## config.mk

```make
export PLATFORM = sky130hd
export DESIGN_NAME = bcd_seg_scan
export DESIGN_NICKNAME = d
export VERILOG_FILES = /design/src/rtl/bcd_seg_pkg.sv /design/src/rtl/bcd_seg_scan_bcd_to_seg.sv /design/src/rtl/bcd_seg_scan.sv
export SDC_FILE = /design/constraint.sdc
export NUM_CORES = 1
export LEC_CHECK = 0
export ABC_AREA = 1
export CELL_PAD_IN_SITES_DETAIL_PLACEMENT = 1
export CELL_PAD_IN_SITES_GLOBAL_PLACEMENT = 1
export CORE_UTILIZATION = 46
export CTS_CLUSTER_DIAMETER = 50
export DETAILED_ROUTE_END_ITERATION = 7
export PLACE_DENSITY_LB_ADDON = 0.1
export SETUP_SLACK_MARGIN = 0.4
export SLEW_MARGIN = 20
export SYNTH_ARGS = -nofsm -noshare
export SYNTH_HDL_FRONTEND = slang
export SYNTH_SLANG_ARGS = --single-unit
```

## constraint.sdc

```tcl
create_clock -name clk -period 5.19 [get_ports clk]
set_clock_uncertainty 0.2 [all_clocks]
set_input_delay 1.038 -clock clk [delete_from_list [all_inputs] [get_ports clk]]
set_output_delay 1.038 -clock clk [all_outputs]
set_load 0.03 [all_outputs]
```

## src/rtl/bcd_seg_pkg.sv

```systemverilog
// bcd_seg_pkg
// Shared definitions for the multiplexed three-digit seven-segment driver.
//   - Active-high segment patterns {g,f,e,d,c,b,a} for 0-9, dash and blank
//   - Slot state enum for the digit scanner (DIG0 = ones, DIG1 = tens,
//     DIG2 = hundreds)
//   - bcd_digit(): extracts one digit from a packed 12-bit BCD value
package bcd_seg_pkg;

  localparam logic [6:0] SEG_0    = 7'h3F;
  localparam logic [6:0] SEG_1    = 7'h06;
  localparam logic [6:0] SEG_2    = 7'h5B;
  localparam logic [6:0] SEG_3    = 7'h4F;
  localparam logic [6:0] SEG_4    = 7'h66;
  localparam logic [6:0] SEG_5    = 7'h6D;
  localparam logic [6:0] SEG_6    = 7'h7D;
  localparam logic [6:0] SEG_7    = 7'h07;
  localparam logic [6:0] SEG_8    = 7'h7F;
  localparam logic [6:0] SEG_9    = 7'h6F;
  localparam logic [6:0] SEG_DASH = 7'h40;
  localparam logic [6:0] SEG_NONE = 7'h00;

  typedef enum logic [1:0] {
    DIG0 = 2'd0,
    DIG1 = 2'd1,
    DIG2 = 2'd2
  } slot_t;

  // Digit idx of a packed {hundreds, tens, ones} value; idx 3 is unused.
  function automatic logic [3:0] bcd_digit(input logic [11:0] bcd,
                                           input logic [1:0]  idx);
    logic [3:0] d;
    case (idx)
      2'd0:    d = bcd[3:0];
      2'd1:    d = bcd[7:4];
      2'd2:    d = bcd[11:8];
      default: d = 4'd0;
    endcase
    return d;
  endfunction

endpackage

```

## src/rtl/bcd_seg_scan_bcd_to_seg.sv

```systemverilog
// bcd_to_seg
// Combinational 4-bit BCD to 7-segment decoder, active-high outputs.
// Values 10-15 decode to a dash (segment g only).
// Ports:
//   digit  in  4  BCD digit
//   seg    out 7  {g,f,e,d,c,b,a}, 1 = segment lit
module bcd_to_seg
  import bcd_seg_pkg::*;
(
  input  logic [3:0] digit,
  output logic [6:0] seg
);

  // Pattern lookup for one digit.
  always_comb begin
    seg = SEG_DASH;
    case (digit)
      4'd0:    seg = SEG_0;
      4'd1:    seg = SEG_1;
      4'd2:    seg = SEG_2;
      4'd3:    seg = SEG_3;
      4'd4:    seg = SEG_4;
      4'd5:    seg = SEG_5;
      4'd6:    seg = SEG_6;
      4'd7:    seg = SEG_7;
      4'd8:    seg = SEG_8;
      4'd9:    seg = SEG_9;
      default: seg = SEG_DASH;
    endcase
  end

endmodule

```

## src/rtl/bcd_seg_scan.sv

```systemverilog
// bcd_seg_scan
// Multiplexed three-digit seven-segment display driver. A packed BCD value
// is captured into a shadow register on load and copied into the display
// register only at frame boundaries, so a frame never mixes old and new
// digits. Each digit slot begins with a guard interval with all anodes off
// to prevent ghosting. Digits above 9 are shown as a dash and flagged.
//
// Optional feature: define BCD_SEG_SCAN_LZB_EN for leading-zero blanking
// (hundreds blanked when 0, tens blanked when hundreds and tens are 0).
//
// Ports:
//   clk         in  1   clock, rising edge
//   rst_n       in  1   asynchronous active-low reset
//   load        in  1   capture bcd_in this cycle
//   bcd_in      in  12  packed BCD {hundreds, tens, ones}
//   seg         out 7   {g,f,e,d,c,b,a} for the active digit (registered)
//   an          out 3   anode enables, an[0] ones .. an[2] hundreds (registered)
//   frame_tick  out 1   one-cycle pulse after the display register updates
//   digit_err   out 1   high while any displayed digit is > 9 (registered)
module bcd_seg_scan
  import bcd_seg_pkg::*;
#(
  parameter int SCAN_DIV       = 50000,
  parameter int GUARD_CYC      = 16,
  parameter int SEG_ACTIVE_LOW = 1,
  parameter int AN_ACTIVE_LOW  = 1
) (
  input  logic        clk,
  input  logic        rst_n,
  input  logic        load,
  input  logic [11:0] bcd_in,
  output logic [6:0]  seg,
  output logic [2:0]  an,
  output logic        frame_tick,
  output logic        digit_err
);

  localparam int             CW        = $clog2(SCAN_DIV);
  localparam logic [CW-1:0]  CNT_LAST  = CW'(SCAN_DIV - 1);
  localparam logic [CW-1:0]  CNT_ONE   = CW'(1);
  localparam logic [CW-1:0]  GUARD_LIM = CW'(GUARD_CYC);
  localparam logic [6:0]     SEG_OFF   = (SEG_ACTIVE_LOW != 0) ? 7'h7F : 7'h00;
  localparam logic [2:0]     AN_OFF    = (AN_ACTIVE_LOW != 0) ? 3'b111 : 3'b000;

  slot_t          state_r, state_s;
  logic [CW-1:0]  cnt_r, cnt_s;
  logic [11:0]    shadow_r;
  logic [11:0]    disp_r;
  logic [6:0]     seg_r, seg_s;
  logic [2:0]     an_r, an_s;
  logic           frame_tick_r;
  logic           digit_err_r, digit_err_s;
  logic           boundary_s;
  logic [3:0]     digit_s;
  logic [6:0]     dec_seg_s;
  logic [2:0]     an_hot_s;
  logic           guard_s;
  logic           blank_s;

  assign seg        = seg_r;
  assign an         = an_r;
  assign frame_tick = frame_tick_r;
  assign digit_err  = digit_err_r;

  // Last cycle of the hundreds slot: display register is refreshed here.
  assign boundary_s = (state_r == DIG2) && (cnt_r == CNT_LAST);
  assign digit_s    = bcd_digit(disp_r, 2'(state_r));

  bcd_to_seg u_dec (
    .digit (digit_s),
    .seg   (dec_seg_s)
  );

  // Slot state register and prescaler.
  always_ff @(posedge clk or negedge rst_n) begin
    if (!rst_n) begin
      state_r <= DIG0;
      cnt_r   <= '0;
    end else begin
      state_r <= state_s;
      cnt_r   <= cnt_s;
    end
  end

  // Prescaler increment and slot advance on prescaler wrap.
  always_comb begin
    state_s = state_r;
    cnt_s   = cnt_r + CNT_ONE;
    if (cnt_r == CNT_LAST) begin
      cnt_s = '0;
      case (state_r)
        DIG0:    state_s = DIG1;
        DIG1:    state_s = DIG2;
        DIG2:    state_s = DIG0;
        default: state_s = DIG0;
      endcase
    end else begin
      state_s = state_r;
    end
  end

  // Shadow capture on load; display refresh at the frame boundary. A load
  // on the boundary cycle lands in the shadow after the copy has been taken.
  always_ff @(posedge clk or negedge rst_n) begin
    if (!rst_n) begin
      shadow_r <= 12'h000;
      disp_r   <= 12'h000;
    end else begin
      if (load) begin
        shadow_r <= bcd_in;
      end
      if (boundary_s) begin
        disp_r <= shadow_r;
      end
    end
  end

  // Anode selection, guard/blanking and output polarity.
  always_comb begin
    an_hot_s = 3'b000;
    case (state_r)
      DIG0:    an_hot_s = 3'b001;
      DIG1:    an_hot_s = 3'b010;
      DIG2:    an_hot_s = 3'b100;
      default: an_hot_s = 3'b000;
    endcase

    guard_s = (cnt_r < GUARD_LIM);

`ifdef BCD_SEG_SCAN_LZB_EN
    // Only zeros are blanked, so an invalid digit is never hidden.
    if (state_r == DIG2) begin
      blank_s = (disp_r[11:8] == 4'd0);
    end else if (state_r == DIG1) begin
      blank_s = (disp_r[11:8] == 4'd0) && (disp_r[7:4] == 4'd0);
    end else begin
      blank_s = 1'b0;
    end
`else
    blank_s = 1'b0;
`endif

    if (guard_s || blank_s) begin
      seg_s = SEG_OFF;
      an_s  = AN_OFF;
    end else begin
      seg_s = (SEG_ACTIVE_LOW != 0) ? ~dec_seg_s : dec_seg_s;
      an_s  = (AN_ACTIVE_LOW != 0) ? ~an_hot_s : an_hot_s;
    end

    digit_err_s = (disp_r[11:8] > 4'd9) || (disp_r[7:4] > 4'd9) ||
                  (disp_r[3:0] > 4'd9);
  end

  // Registered outputs.
  always_ff @(posedge clk or negedge rst_n) begin
    if (!rst_n) begin
      seg_r        <= SEG_OFF;
      an_r         <= AN_OFF;
      frame_tick_r <= 1'b0;
      digit_err_r  <= 1'b0;
    end else begin
      seg_r        <= seg_s;
      an_r         <= an_s;
      frame_tick_r <= boundary_s;
      digit_err_r  <= digit_err_s;
    end
  end

endmodule
```

# [Word level (Yosys, flattened, before mapping)]
# Memory sizes are Yosys's and may differ from the RTL's.
# Cells that the tools add are included.
# W data, S select, Z words.
[classes] n_addsub=1 order_cmp=4 n_eq_ne=3 mux=6 bitwise_logic=2 reduce_logical=4
[op_table] operator="$add A16 B1 Y16 const B" count=1
[op_table] operator="$eq A16 B16 Y1 const B" count=1
[op_table] operator="$lt A16 B5 Y1 const B" count=1
[op_table] operator="$mux W16" count=1
[op_table] operator="$gt A4 B4 Y1 const B" count=3
[op_table] operator="$pmux W4 S3" count=1
[op_table] operator="$pmux W3 S3" count=1
[op_table] operator="$mux W7" count=1
[op_table] operator="$not A7 Y7" count=1
[op_table] operator="$pmux W2 S2" count=1
[op_table] operator="$mux W3" count=1
[op_table] operator="$not A3 Y3" count=1
[op_table] operator="$eq A2 B1 Y1 const B" count=1
[op_table] operator="$eq A2 B2 Y1 const B" count=1
[op_table] operator="$logic_not A2 Y1" count=1
[op_table] operator="$logic_or A1 B1 Y1" count=2
[op_table] operator="$logic_and A1 B1 Y1" count=1
[word_totals] regBits=54 romBits=112 in_bits=15 output_inout_bits=12 n_memories=1
[mem_list] memory="(name not given)" depth=16 word_bits=7 rd=1 rd_ports_with_merged_regs=0 wr=0 line_no="bcd_seg_scan_bcd_to_seg.sv:17" text="case (digit)"

# [Depth between registers and ports, before layout]
# Gate-level depths: netlist (run 1).
# An unclocked memory read counts as a cell.
[logic_depth] word_depth=5 depth_mapped=10 depth_no_buf=10

# [Cells and area by module]
# A second synthesis (run 1) with hierarchy kept.
[unflattened] cells_unflattened=296 area_unflattened_um2=2610.0
[modules_own_cells] module="bcd_seg_scan" n_inst=1 cells_each=260 area_per_inst_um2=2417.3 seq_area_each_um2=1363.8
[modules_own_cells] module="bcd_to_seg" n_inst=1 cells_each=36 area_per_inst_um2=192.7 seq_area_each_um2=0.0

# [Worst setup path after synthesis (run 1)]
# Ideal clock, no wire load.
[synth_path] path_type="register to output" startpoint="register an_r[0], in the netlist an[0]" endpoint="output an[0]" arrival_ns=0.588 required_ns=3.952 slack_ns=3.364 stages_incl_launch_ff=1 path_cell_list="dfstp_2"
[synth_lines] element="start, declared" line_no="bcd_seg_scan.sv:50" text="logic [2:0] an_r, an_s;"
[synth_lines] element="start signal, assigned" line_no="bcd_seg_scan.sv:164" text="an_r <= an_s;"
[synth_lines] element="end, declared" line_no="bcd_seg_scan.sv:33" text="output logic [2:0] an,"
# No word-level cell between the ends.

# [Worst setup path in the final report (run 1)]
[layout_path] startpoint="register seg_r[6], in the netlist seg[6]" endpoint="output seg[6]"
[layout_lines] element="start, declared" line_no="bcd_seg_scan.sv:49" text="logic [6:0] seg_r, seg_s;"
[layout_lines] element="start signal, assigned" line_no="bcd_seg_scan.sv:163" text="seg_r <= seg_s;"
[layout_lines] element="end, declared" line_no="bcd_seg_scan.sv:32" text="output logic [6:0] seg,"
# No word-level cell between the ends.

==> results of run 1 <==
## through the flow
step	hold WS (ns)	cell area [sq um]	total power [mW]	instances	setup WS, ns
after floorplan	0.2311	2733	0.4507	319	3.364
after global placement	0.2481	3055	0.4710	414	2.770
after detailed placement	0.2608	3055	0.4734	414	2.683
after CTS	0.2750	3167	0.7497	422	2.447
after global routing	0.2882	3167	0.7755	422	2.414
final	0.2693	3167	0.7400	422	2.462
## cells by family after synthesis
kind of cell | Yosys count
buffers and inverters | 54
AO/OA/AOI/OAI | 37
AND/OR/NAND/NOR | 163
XOR/XNOR | 4
flip-flops | 54
adder cells (fa/ha/maj) | 7
## routing by layer
metal	GRT usage	vias up	wire (um)
met5	0	-	0
met4	0.07273	0	86
met3	0.03793	7	134
met2	0.3276	31	2634
met1	0.2950	983	2711
li1	-	1055	-
## report_power, final
| group | total [mW] | switching, mW | internal [mW] |
|---|---|---|---|
| clock network | 0.276 | 0.138 | 0.138 |
| registers | 0.431 | 0.00209 | 0.429 |
| logic | 0.0325 | 0.0195 | 0.0130 |
| total | 0.740 | 0.160 | 0.580 |
## final cells by class
cell class                 count  area share
inverter                      50     0.05927
tap                           72     0.02845
timing repair buffer          27     0.08297
multi-input combinational    211      0.3635
clock buffer                   8     0.03516
sequential                    54      0.4307
## worst min-delay path by stage
stage          startpoint  endpoint  slack (ns)  cells past startpoint
2_1_floorplan    cnt_r[0]  cnt_r[0]        0.23                      1
3_3_place_gp     cnt_r[0]  cnt_r[0]        0.25                      1
3_5_place_dp     cnt_r[0]  cnt_r[0]        0.26                      1
4_1_cts          cnt_r[0]  cnt_r[0]        0.28                      1
5_1_grt          cnt_r[0]  cnt_r[0]        0.29                      1
6_report         cnt_r[0]  cnt_r[0]        0.27                      1
## layout by cell type (no fill, tap or decap), drive strengths merged
master and count:
inv 50, nor2 37, nand4 5, dfstp 10, nand2 84, ha 7
clkbuf 8, xor2 4, a21oi 3, buf 2, nor3 2, dfrtp 44
nand3 33, and2 2, o21bai 1, clkdlybuf4s50 25, o21ai 33
## flip-flops by register name, indices dropped and copies added, names as in the netlist
register    cells
disp_r         12
seg             7
an              3
digit_err       1
state_r         2
cnt_r          16
frame_tick      1
shadow_r       12
==> flow_metrics.py, run 1 <==
metrics = {
    "outcome": {
        "status": "completed",
    },
    "clocking": {
        "clk_latency_ns": 0.31,
        "cts.clk_slew.worst_paths_ns": 0.10,
        "clockRootBuffer": "clkbuf_8",
        "post_cts_resized": 0,
        "cts_buffers": 5,
        "ctsHoldBuffers": 0,
        "cts_tree": "done",
        "cts_setup_buffers": 0,
        "cts.sinks": 54,
        "htreeDepth": 2,
        "cts.path.max_buffers": 2,
    },
    "grt": {
        "grt_usage": 0.2107,
        "grt_pass1_wl_um": 10210,
        "overflow": 0,
        "grt_max_degree": 55,
        "antenna_found_initial": 0,
        "grt_pass1_vias": 2153,
    },
    "die": {
        "design.portCount": 27,
        "die_x_um": 79.08,
        "die_h_um": 79.08,
        "die-area_sq_um": 6253,
        "start_util": 0.4873,
        "core_sq_um": 5608,
        "row_count": 27,
    },
    "layout": {
        "multi_input_area_sq_um": 1151,
        "seqCellArea_sq_um": 1364,
        "num-nets-final": 371,
        "areaGrowthSynthToFinish_pct": 15.89,
        "n_fill_cell": 707,
        "final_core_util": 0.5647,
        "layout-drive-gt1-share": 0.1829,
        "num_antenna_cells": 0,
    },
    "sta": {
        "finalSetupTns_ns": 0,
        "post-route-min-period_ns": 2.728,
        "finalHoldViolations": 0,
        "setup_viol": 0,
        "fmax_mhz": 366.6,
        "worst_slew_pin_slew_ns": 0.6545,
        "slew_headroom": 0.5637,
        "drv_slew": 0,
        "rsz0062_at_grt": "false",
        "min_period_over_period": 0.5256,
    },
    "yosys": {
        "seq_area_frac_synth": 0.4991,
        "synthAdderAreaFrac": 0.03205,
        "synthSimpleGateAreaFrac": 0.2912,
        "synthCells": 319,
        "synth_fp_nets": 341,
        "ys_seq_elements": 54,
        "synth_most_common_cell": "nand2_1",
        "ys.flop_type": "dfrtp_1",
        "synthesis.area_sq_um": 2733,
        "synth_cell_types": 27,
        "synth-compound-area-share": 0.08516,
        "synth_top_area_frac": 0.4029,
        "ys_top_cells_by_area": "dfrtp_1, nand2_1, dfstp_2, inv_1, nand3_1",
        "synth_edf_count": 0,
        "synthArstFlopShare": 1.000,
        "synth-xor-area-share": 0.01282,
        "ys_warn_count": 0,
        "synth_commonest_cells": "nand2_1, dfrtp_1, inv_1, nand3_1, nor2_1",
        "muxShareOfSynthArea": 0,
        "yosys.area.top_type": "dfrtp_1",
        "avgSynthCellArea_sq_um": 8.566,
        "synth_top_family_by_area": "simple AND/OR/NAND/NOR gates",
    },
    "worst_setup_path": {
        "crit_required_ns": 3.95,
        "endpoint": "seg[6]",
        "crit_fanout": 1,
        "max_stage_delay_ns": 0.66,
        "path_buf_inv": 1,
        "worstReg2RegStart": "state_r[1]",
        "critPathArrivalTime_ns": 1.49,
        "path_class": "reg2out",
        "cp-end-kind": "output pin",
        "r2r.worst_path.cells": 8,
        "crit_chain": "clkdlybuf4s50_1",
        "rrSetupSlack_ns": 3.21,
        "critPathTopFamily": "buffers and inverters",
        "r2r_end": "seg[3]",
        "cp.depth": 1,
        "worstSetupStartpointType": "register",
        "slowest_stage": "clkdlybuf4s50_1",
        "startpoint": "seg[6]",
    },
    "placed_design": {
        "gp_congestion": 0.8013,
        "port_buffers": 26,
        "dpl.hpwl_um": 4295,
    },
    "routing": {
        "finalWirelength_um": 5566,
        "vias_per_cell": 4.919,
        "vias": 2076,
        "wl_per_cell_um": 13.19,
        "drt.antenna.violating_nets": 0,
        "drt_iter0_markers": 45,
        "firstDrtPassIters": 4,
        "drcViolationCount": 0,
    },
    "power_and_ir_drop": {
        "powerDensity_nw_per_um2": 233.7,
        "peakVddDrop_mv": 0.1273,
        "p_leak_nw": 1.559,
    },
    "min_path": {
        "hp-class": "reg2reg",
    },
    "flow_run": {
        "drv_cap": 0,
    },
}
Power figures use the tool's default switching activity.
==> inputs of run 2 (changes only) <==
--- a/config.mk
+++ b/config.mk
@@ -8,7 +8,7 @@
 export ABC_AREA = 1
 export CELL_PAD_IN_SITES_DETAIL_PLACEMENT = 1
 export CELL_PAD_IN_SITES_GLOBAL_PLACEMENT = 1
-export CORE_UTILIZATION = 46
+export CORE_UTILIZATION = 43
 export CTS_CLUSTER_DIAMETER = 50
 export DETAILED_ROUTE_END_ITERATION = 7
 export PLACE_DENSITY_LB_ADDON = 0.1
==> constraint.sdc (replaced) <==
create_clock -name clk -period 2.8 [get_ports clk]
set_clock_uncertainty 0.2 [all_clocks]
set_input_delay 0.56 -clock clk [delete_from_list [all_inputs] [get_ports clk]]
set_output_delay 0.56 -clock clk [all_outputs]
set_load 0.03 [all_outputs]
==> run 2 against run 1 <==
Non-clock buffer count grew 1. Via count grew 0.19%. Global-route usage shrank 0.60 points. Critical endpoint is now seg[2]. Highest routed layer unchanged.
==> flow_metrics.py, run 2 (synthesis gave the netlist of run 1 again) <==
metrics = {
    "outcome": {
        "status": "completed",
    },
    "routing": {
        "vias": 2080,
        "drt.antenna.violating_nets": 0,
        "drt_iter0_markers": 41,
        "wl_per_cell_um": 13.50,
        "drcViolationCount": 0,
        "firstDrtPassIters": 4,
        "vias_per_cell": 4.883,
        "finalWirelength_um": 5751,
    },
    "layout": {
        "layout-drive-gt1-share": 0.1852,
        "areaGrowthSynthToFinish_pct": 16.30,
        "layout_common_cells": "nand2_1, dfrtp_1, inv_1",
        "reg_top3": "cnt_r (16), disp_r (12), shadow_r (12)",
        "n_fill_cell": 730,
        "top_register": "cnt_r",
        "layoutNonFillerInstCount": 426,
        "final_common_cell": "nand2_1",
        "num-nets-final": 372,
        "num_antenna_cells": 0,
        "final_area_sq_um": 3178,
        "largest_register_ffs": 16,
    },
    "clocking": {
        "cts_setup_buffers": 0,
        "ctsHoldBuffers": 0,
        "cts_tree": "done",
        "clk_latency_ns": 0.32,
        "post_cts_resized": 0,
        "clockRootBuffer": "clkbuf_8",
        "cts.sinks": 54,
        "cts_buffers": 5,
        "cts.clk_slew.worst_paths_ns": 0.10,
        "cts.path.max_buffers": 2,
        "htreeDepth": 2,
    },
    "placed_design": {
        "gp_congestion": 0.7955,
        "place_area_sq_um": 3067,
        "port_buffers": 26,
        "dpl.hpwl_um": 4521,
        "place_inst": 418,
    },
    "worst_setup_path": {
        "slowest_stage": "clkdlybuf4s50_1",
        "max_stage_delay_ns": 0.66,
        "cp-end-kind": "output pin",
        "path_class": "reg2out",
        "critPathTopFamily": "buffers and inverters",
        "crit_required_ns": 2.04,
        "worstSetupStartpointType": "register",
        "r2r.worst_path.cells": 8,
        "rrSetupSlack_ns": 0.80,
        "path_buf_inv": 1,
        "r2r_end": "seg[3]",
        "crit_fanout": 1,
        "crit_chain": "clkdlybuf4s50_1",
        "critPathArrivalTime_ns": 1.49,
        "worstReg2RegStart": "state_r[1]",
    },
    "die": {
        "design.portCount": 27,
        "core_sq_um": 6026,
        "die_h_um": 81.72,
        "row_count": 28,
        "start_util": 0.4535,
        "die-area_sq_um": 6677,
        "die_x_um": 81.72,
    },
    "sta": {
        "finalSetupTns_ns": 0,
        "post-route-min-period_ns": 2.254,
        "whs_ns": 0.1087,
        "setup_viol": 0,
        "slew_headroom": 0.4791,
        "rsz0062_at_grt": "false",
        "finalHoldViolations": 0,
        "fmax_mhz": 443.7,
        "min_period_over_period": 0.8049,
        "worst_slew_pin_slew_ns": 0.7814,
        "drv_slew": 0,
    },
    "min_path": {
        "hp-class": "in2async",
    },
    "power_and_ir_drop": {
        "powerDensity_nw_per_um2": 433.5,
        "p_leak_nw": 1.564,
        "peakVddDrop_mv": 0.2285,
    },
    "grt": {
        "antenna_found_initial": 0,
        "grt_pass1_wl_um": 10210,
        "overflow": 0,
        "grt_pass1_vias": 2158,
        "grt_max_degree": 36,
        "grt_usage": 0.2047,
    },
    "flow_run": {
        "drv_cap": 0,
    },
}
run 2: how the worst max path moves through the flow:
stage,from,depth (start not counted),endpoint,slack (ns)
2_1_floorplan,state_r[1],8,seg[3],1.11
5_1_grt,an[0],1,an[0],0.48
3_5_place_dp,load,2,shadow_r[0],0.75
4_1_cts,seg[2],1,seg[2],0.53
6_report,seg[2],1,seg[2],0.55
3_3_place_gp,load,2,shadow_r[0],0.86
run 2: final cells by class:
| type | instances | area [sq um] | area share |
|---|---|---|---|
| multi-input combinational | 211 | 1151 | 0.3622 |
| inverter | 50 | 187.7 | 0.05906 |
| tap | 75 | 93.84 | 0.02953 |
| clock buffer | 8 | 111.4 | 0.03504 |
| timing repair buffer | 28 | 270.3 | 0.08504 |
| sequential | 54 | 1364 | 0.4291 |
run 2: metal layers:
layer  track usage  share of wire  routed length (um)
met5             0              0                   0
met4       0.08070          0.024                 138
met3       0.03778          0.024                 139
met2        0.3517           0.51                2915
met1        0.2533           0.44                2557
run 2: where the power goes:
part           leakage [nW]  total (mW)  switching [mW]  internal, mW
registers             0.682       0.799         0.00386         0.795
logic                 0.825      0.0619          0.0368        0.0250
clock network        0.0566       0.517           0.260         0.256
run 2: stage by stage:
| stage | setup WS [ns] | utilization | power (mW) |
|---|---|---|---|
| after global placement | 0.8612 | 0.5089 | 0.8745 |
| after detailed placement | 0.7496 | 0.5089 | 0.8788 |
| final | 0.5463 | 0.5274 | 1.378 |
| after floorplan | 1.109 | - | 0.8354 |
| after global routing | 0.4812 | 0.5274 | 1.437 |
| after CTS | 0.5315 | 0.5274 | 1.392 |
